===== config.mk =====
export PLATFORM = sky130hd
export DESIGN_NAME = uart_rx_flat
export DESIGN_NICKNAME = d
export VERILOG_FILES = /design/src/rtl/uart_pkg.sv /design/src/rtl/uart_rx_if.sv /design/src/rtl/uart_rx_sync.sv /design/src/rtl/uart_rx.sv /design/src/flat_wrapper.sv
export SDC_FILE = /design/constraint.sdc
export NUM_CORES = 1
export LEC_CHECK = 0
export ABC_AREA = 0
export ABC_CLOCK_PERIOD_IN_PS = 3480
export CORE_AREA = 4 4 75 70
export DETAILED_ROUTE_END_ITERATION = 8
export DIE_AREA = 0 0 79 74
export PLACE_DENSITY_LB_ADDON = 0.15
export SYNTH_ARGS = -nofsm -noshare
export SYNTH_HDL_FRONTEND = slang
export SYNTH_SLANG_ARGS = --single-unit

===== constraint.sdc =====
create_clock -name clk -period 3.48 [get_ports clk]
set_input_delay 0.348 -clock clk [delete_from_list [all_inputs] [get_ports clk]]
set_output_delay 0.348 -clock clk [all_outputs]
set_load 0.03 [all_outputs]

===== src/rtl/uart_pkg.sv =====
// Shared UART definitions: frame FSM states, divider default, bit indices and line levels.
package uart_pkg;

  typedef enum logic [1:0] {
    IDLE,
    START,
    DATA,
    STOP
  } uart_state_e;

  localparam int unsigned DIV_RATE_DEFAULT = 260;

  localparam logic [2:0] BIT_LSB = 3'd0;
  localparam logic [2:0] BIT_MSB = 3'd7;

  localparam logic START_LVL = 1'b0;
  localparam logic STOP_LVL  = 1'b1;

endpackage


===== src/rtl/uart_rx_if.sv =====
// Receive-side signal bundle: serial line in, status pulses and byte out.
interface uart_rx_if;
  logic       rx;
  logic       rx_busy;
  logic       rx_end;
  logic       rx_err;
  logic [7:0] rx_data;

  modport master (
    output rx,
    input  rx_busy,
    input  rx_end,
    input  rx_err,
    input  rx_data
  );

  modport slave (
    input  rx,
    output rx_busy,
    output rx_end,
    output rx_err,
    output rx_data
  );
endinterface


===== src/rtl/uart_rx_sync.sv =====
// Two-flop synchroniser with falling-edge detect for an asynchronous, idle-high pin.
module uart_rx_sync
  import uart_pkg::*;
(
  input  logic clk,
  input  logic rst,
  input  logic rx,
  output logic rx_s,
  output logic rx_fall
);

  logic r_meta;
  logic r_sync;
  logic r_prev;

  always_ff @(posedge clk) begin
    if (!rst) begin
      r_meta <= STOP_LVL;
      r_sync <= STOP_LVL;
      r_prev <= STOP_LVL;
    end else begin
      r_meta <= rx;
      r_sync <= r_meta;
      r_prev <= r_sync;
    end
  end

  assign rx_s    = r_sync;
  assign rx_fall = r_prev & ~r_sync;

endmodule


===== src/rtl/uart_rx.sv =====
// 8N1 UART receiver: centre-sampled start/data/stop bits, one-cycle end/error strobes.
module uart_rx
  import uart_pkg::*;
#(
  parameter int unsigned DIV_RATE = DIV_RATE_DEFAULT
) (
  input  logic     clk,
  input  logic     rst,
  uart_rx_if.slave bus
);

  localparam int unsigned CW = $clog2(DIV_RATE + 1);
  localparam logic [CW-1:0] DIV_FULL = CW'(DIV_RATE);
  localparam logic [CW-1:0] DIV_HALF = CW'(DIV_RATE / 2);

  logic w_rx_s;
  logic w_rx_fall;

  uart_rx_sync u_sync (
    .clk     (clk),
    .rst     (rst),
    .rx      (bus.rx),
    .rx_s    (w_rx_s),
    .rx_fall (w_rx_fall)
  );

  uart_state_e   r_state, w_state_nx;
  logic [CW-1:0] r_div, w_div_nx;
  logic [2:0]    r_bit, w_bit_nx;
  logic [7:0]    r_sh, w_sh_nx;
  logic [7:0]    r_data, w_data_nx;
  logic          r_end, w_end_nx;
  logic          r_err, w_err_nx;

  logic w_div_zero;
  assign w_div_zero = (r_div == '0);

  always_comb begin
    w_state_nx = r_state;
    w_div_nx   = r_div;
    w_bit_nx   = r_bit;
    w_sh_nx    = r_sh;
    w_data_nx  = r_data;
    w_end_nx   = 1'b0;
    w_err_nx   = 1'b0;
    unique case (r_state)
      IDLE: begin
        if (w_rx_fall) begin
          w_state_nx = START;
          w_div_nx   = DIV_HALF;
        end
      end
      START: begin
        if (w_div_zero) begin
          // A line already high at the start-bit centre was a glitch.
          if (w_rx_s == START_LVL) begin
            w_state_nx = DATA;
            w_div_nx   = DIV_FULL;
            w_bit_nx   = BIT_LSB;
          end else begin
            w_state_nx = IDLE;
          end
        end else begin
          w_div_nx = r_div - CW'(1);
        end
      end
      DATA: begin
        if (w_div_zero) begin
          w_sh_nx  = {w_rx_s, r_sh[7:1]};
          w_div_nx = DIV_FULL;
          if (r_bit == BIT_MSB) begin
            w_state_nx = STOP;
          end else begin
            w_bit_nx = r_bit + 3'd1;
          end
        end else begin
          w_div_nx = r_div - CW'(1);
        end
      end
      STOP: begin
        if (w_div_zero) begin
          // Leave at the stop-bit centre so a back-to-back start edge is still seen.
          w_state_nx = IDLE;
          if (w_rx_s == STOP_LVL) begin
            w_data_nx = r_sh;
            w_end_nx  = 1'b1;
          end else begin
            w_err_nx = 1'b1;
          end
        end else begin
          w_div_nx = r_div - CW'(1);
        end
      end
      default: w_state_nx = IDLE;
    endcase
  end

  always_ff @(posedge clk) begin
    if (!rst) begin
      r_state <= IDLE;
      r_div   <= '0;
      r_bit   <= '0;
      r_sh    <= '0;
      r_data  <= '0;
      r_end   <= 1'b0;
      r_err   <= 1'b0;
    end else begin
      r_state <= w_state_nx;
      r_div   <= w_div_nx;
      r_bit   <= w_bit_nx;
      r_sh    <= w_sh_nx;
      r_data  <= w_data_nx;
      r_end   <= w_end_nx;
      r_err   <= w_err_nx;
    end
  end

  assign bus.rx_busy = (r_state != IDLE);
  assign bus.rx_end  = r_end;
  assign bus.rx_err  = r_err;
  assign bus.rx_data = r_data;

endmodule


===== src/flat_wrapper.sv =====
// flat-port wrapper written by rule: the top's interface ports become plain ports
module uart_rx_flat import uart_pkg::*;
#(
  parameter int unsigned DIV_RATE = DIV_RATE_DEFAULT
)
  (clk, rst, bus_rx, bus_rx_busy, bus_rx_end, bus_rx_err, bus_rx_data);
  uart_rx_if bus_i ();
  input  logic clk;
  input  logic rst;
  input wire logic [$bits(bus_i.rx)-1:0] bus_rx;
  output wire logic [$bits(bus_i.rx_busy)-1:0] bus_rx_busy;
  output wire logic [$bits(bus_i.rx_end)-1:0] bus_rx_end;
  output wire logic [$bits(bus_i.rx_err)-1:0] bus_rx_err;
  output wire logic [$bits(bus_i.rx_data)-1:0] bus_rx_data;
  assign bus_i.rx = bus_rx;
  assign bus_rx_busy = bus_i.rx_busy;
  assign bus_rx_end = bus_i.rx_end;
  assign bus_rx_err = bus_i.rx_err;
  assign bus_rx_data = bus_i.rx_data;
  uart_rx #(.DIV_RATE(DIV_RATE)) u_core (.clk(clk), .rst(rst), .bus(bus_i));
endmodule

==> Yosys cells after proc, flatten, opt, wreduce, memory -nomap -nowiden <==
Cells that the tools add are included.
{ "word_totals": {"reg_bits": 35, "out_inout_bits": 11, "elab_cells": 57} }
{ "classes": {"n_mux": 20, "eq_ne": 13, "bitwise_logic": 2, "reduce_logical": 10, "add_sub_neg": 2} }
{ "ops": {"columns": ["op", "count"], "rows": [
  ["$mux W9", 5],
  ["$pmux W9 S4", 1],
  ["$mux W2", 6],
  ["$mux W3", 4],
  ["$reduce_and A5 Y1", 2],
  ["$logic_not A9 Y1", 1],
  ["$reduce_and A3 Y1", 3],
  ["$sub A9 B1 Y9 const B", 1],
  ["$ne A2 B1 Y1 const B", 4],
  ["$ne A2 B2 Y1 const B", 4],
  ["$pmux W2 S4", 1],
  ["$pmux W3 S2", 1],
  ["$eq A2 B2 Y1 const B", 2],
  ["$reduce_bool A2 Y1", 2],
  ["$add A3 B1 Y3 const B", 1],
  ["$eq A3 B3 Y1 const B", 1],
  ["$ne A3 B3 Y1 const B", 1],
  ["$eq A2 B1 Y1 const B", 1],
  ["$logic_not A2 Y1", 1],
  ["$mux W1", 2],
  ["$reduce_and A2 Y1", 1],
  ["$and A1 B1 Y1", 1],
  ["$not A1 Y1", 1]
]} }

==> Depth between registers and ports, before layout <==
{ "logic_depth": {"word_depth": 4, "ltp_mapped": 8, "ltp_nobuf": 7} }

==> Modules after synthesis <==
From an unflattened synthesis, not the netlist that was laid out.
{ "hier_totals": {"cells_unflattened": 175, "hier_area_um2": 1634.1} }
{ "by_module_without_submodules": {"columns": ["module", "area_each_um2", "cells_each", "instances"], "rows": [
  ["uart_rx", 1549.0, 168, 1],
  ["uart_rx_sync", 85.1, 7, 1]
]} }

==> Worst setup path before layout <==
No wires, ideal clock.
{ "synth_path": {"path_type": "register -> register", "start": "register u_core.r_div[0]", "end": "register u_core.r_bit[0]", "path_buffers": 0, "arrival_ps": 1921, "path_stages_with_launch": 8, "path_slack_ps": 1432, "period_less_slack_ps": 2048, "path_cell_list": "dfxtp_1 inv_1 ha_1 or3b_2 or3_4 a211oi_4 mux2i_1 nor2_1"} }
{ "synth_via": {"elab_chain_len": 3} }
{ "synth_lines": {"columns": ["item", "line_no", "rtl"], "rows": [
  ["from (decl)", "uart_rx.sv:28", "logic [CW-1:0] r_div, w_div_nx;"],
  ["from (signal assigned)", "uart_rx.sv:109", "r_div <= w_div_nx;"],
  ["$logic_not A9 Y1 *", "uart_rx.sv:36", "assign w_div_zero = (r_div == '0);"],
  ["$ne A2 B1 Y1 (no line)", null, null],
  ["$reduce_and A5 Y1 (no line) *", null, null],
  ["to (signal assigned)", "uart_rx.sv:110", "r_bit <= w_bit_nx;"],
  ["to (decl)", "uart_rx.sv:29", "logic [2:0] r_bit, w_bit_nx;"]
]} }
Every way passes the cells marked *; elsewhere a longest branch is shown, timed or not.
A chain may end at the register's enable or synchronous reset.

==> Final worst setup path <==
{ "layout_path": {"start": "register u_core.r_div[3]", "end": "register u_core.r_data[6], in the netlist u_core.bus.rx_data[6]"} }
{ "layout_via": {"elab_chain_len": 2} }
{ "layout_lines": {"columns": ["item", "line_no", "rtl"], "rows": [
  ["$logic_not A9 Y1", "uart_rx.sv:36", null],
  ["$reduce_and A3 Y1 (no line)", null, null],
  ["to (signal assigned)", "uart_rx.sv:112", "r_data <= w_data_nx;"],
  ["to (decl)", "uart_rx.sv:31", "logic [7:0] r_data, w_data_nx;"]
]} }
No other way between the ends.

==> results.yml <==
run_status:
  outcome: "finished, final reports clean"
hold_path:
  hold_path.class: "reg -> reg"
  whs_path_depth: 1
global_routing:
  grt_first_pass_wirelength_mm: 5.46
  grt_pass1_vias: 1174
  grtUsageMet1_pct: 15.1
  grt_busiest_layer: "met2"
  grt_overflow: 0
  antenna_found_initial: 0
  grt_max_degree: 26
  met2_usage_pct: 19.2
  use_met3_pct: 3.75
  track_usage_pct: 12.0
drt:
  dr.pass1.iters: 4
  ant_nets: 0
  routed_wl_mm: 3.28
  wl_per_cell_um: 12.6
  drcViolationCount: 0
  drtIter0Drc: 136
  num_vias: 1312
  vias_per_cell: 5.05
worst_setup_path:
  worst_r2r_path_depth: 6
  worst-path-stages: 6
  path_class: "reg -> reg"
  setup.worst_path.start_class: "flop"
  slowest_delay_ns: 0.67
  crit_path_end_kind: "flop"
  arrival_ns: 2.48
  cp_top_family: "simple AND/OR/NAND/NOR gates"
  cp_num_buf_inv: 1
  worstPathMaxFanout: 15
  slowest_stage: "or4_1"
  crit_chain: "or4_1 > nor3_2 > buf_4 > nand3_1 > mux2i_1 > nor2_1"
  worstPathRequired_ns: 3.63
clocking:
  clock_path_buffers: 2
  numCtsBuffers: 5
  cts_sinks: 35
  clkTransAtPathRegs_ns: 0.07
  root_buffer: "clkbuf_8"
  postCtsSetupBuffers: 0
  clk_latency_ns: 0.29
  cts_tree: "done"
  cts_resized: 0
  htree_levels: 2
  hold_buffers: 0
job:
  maxCapViolCount: 0
layout:
  area_growth_pct: 16.4
  postLayoutCoreUtil_pct: 42.0
  nNetsFinal: 208
  diodes: 0
  drive_above_1_share_pct: 7.58
  nFillCells: 466
timing:
  max_freq_mhz: 430
  skew_ns: 0.00891
  rsz0062_at_grt: "no"
  fin_setup_tns_ns: 0
  hold_viol_final: 0
  setup_ws_ns: 1.15
  tightestPinTransition_ns: 0.697
  min_period_ns: 2.33
  slew_viol_final: 0
  fin_crit_sh_pct: 66.9
  max_slew_margin_pct: 53.5
  finalSetupViolations: 0
placement:
  numPortBuffers: 13
  dpl_worst_slack_ns: 1.17
  gp_congestion: 0.816
  hpwlAfterDp_mm: 2.35
synthesis:
  synth_top_area_share_pct: 43.8
  seq_area_frac_synth_pct: 43.8
  avgSynthCellArea_um2: 8.64
  synth-edff-count: 0
  syn_nets: 196
  synthFlopType: "dfxtp_1"
  async_flop_share_pct: 0
  synthCells: 185
  yosys_warnings: 0
  ys_seq_elements: 35
  ys_types: 36
  synth_area_um2: 1600
  yosys-top-cells-area: "dfxtp_1 (44%), mux2i_1 (8.1%), ha_1 (6.3%)"
  yosysTopAreaCell: "dfxtp_1"
die:
  io_pins: 14
  start_util_pct: 36.1
  std_cell_rows: 23
  fp.dieH_um: 74
  die_w_um: 79
  core_area_um2: 4430
  die_area_um2: 5850
power_and_ir_drop:
  max-vdd-ir-drop_uv: 223
  static-leakage-power_uw: 0.000764
  power.total_uw: 1070
  power.density_nw_per_um2: 577
layout make-up:
type	count	area [um^2]	share of cell area, %
clock inverter	3	15.0	0.807
tap	62	77.6	4.17
inverter	8	30.0	1.61
multi-input combinational	133	831	44.7
clock buffer	5	68.8	3.70
timing repair buffer	14	138	7.40
sequential	35	701	37.7
synthesized netlist by cell type, types with 2 or more instances:
cell      number
nand2b_1       3
or4_1          3
and2_1         2
o32ai_1        2
nor4_1         4
ha_1           8
nor2_1        24
o21ai_0        7
nor3_1         2
clkbuf_1       6
buf_2          3
a21oi_1       13
mux2i_1       13
xnor2_1        2
inv_1          7
a31oi_1        2
or3_1          2
nand3_1       12
nand2_1       19
dfxtp_1       35
stage by stage:
stage	hold WS [ns]	instances	area, um^2
after global routing	0.436	260	1860
after floorplan	0.386	185	1600
after CTS	0.414	260	1860
final	0.412	260	1860
after detailed placement	0.397	252	1780
after global placement	0.391	252	1780
power by group:
group	internal (uW)	switching (uW)	leakage (uW)
logic	130	212	0.000433
clock network	137	147	0.0000477
registers	422	24.0	0.000283
layout by cell type (no fill, tap or decap), types with 7 or more instances in the layout:
cell type	count
dfxtp_1	35
nor2_1	24
nand2_1	19
a21oi_1	13
mux2i_1	13
clkdlybuf4s50_1	13
nand3_1	12
ha_1	8
inv_1	7
o21ai_0	7
routing by layer:
metal  vias to the layer above  routed length [um]
li1                        661                   -
met1                       622                1530
met2                        25                1570
met3                         4                 139
met4                         0                  35
met5                         -                   0
cell families (layout without fill, tap and decap cells):
group	after synthesis	in the layout	synth area share (%)
buffers and inverters	17	30	4.23
multiplexers	13	13	8.14
XOR/XNOR	2	2	1.10
adder cells (fa/ha/maj)	8	8	6.26
AND/OR/NAND/NOR	77	77	23.2
AO/OA/AOI/OAI	33	33	13.2
flip-flops	35	35	43.8
state kept, by name, summed over array words and instances, names as in the netlist, named ones only:
register and cells:
u_core.r_sh 8, u_core.bus.rx_data 8, u_core.r_state 1, u_core.u_sync.rx_s 1
u_core.bus.rx_err 1, u_core.bus.rx_end 1, u_core.u_sync.r_meta 1, u_core.r_div 9
u_core.r_bit 3, u_core.u_sync.r_prev 1
path summary, 6_finish.rpt:
kind / startpoint / endpoint / slack (ns)
setup reg to reg: u_core.r_div[3] / u_core.bus.rx_data[6] / 1.15
hold / removal: u_core.u_sync.r_meta / u_core.u_sync.rx_s / 0.41
hold reg to reg: u_core.u_sync.r_meta / u_core.u_sync.rx_s / 0.41
setup / recovery: u_core.r_div[3] / u_core.bus.rx_data[6] / 1.15
Note: power is estimated with default switching activity, not from simulation.
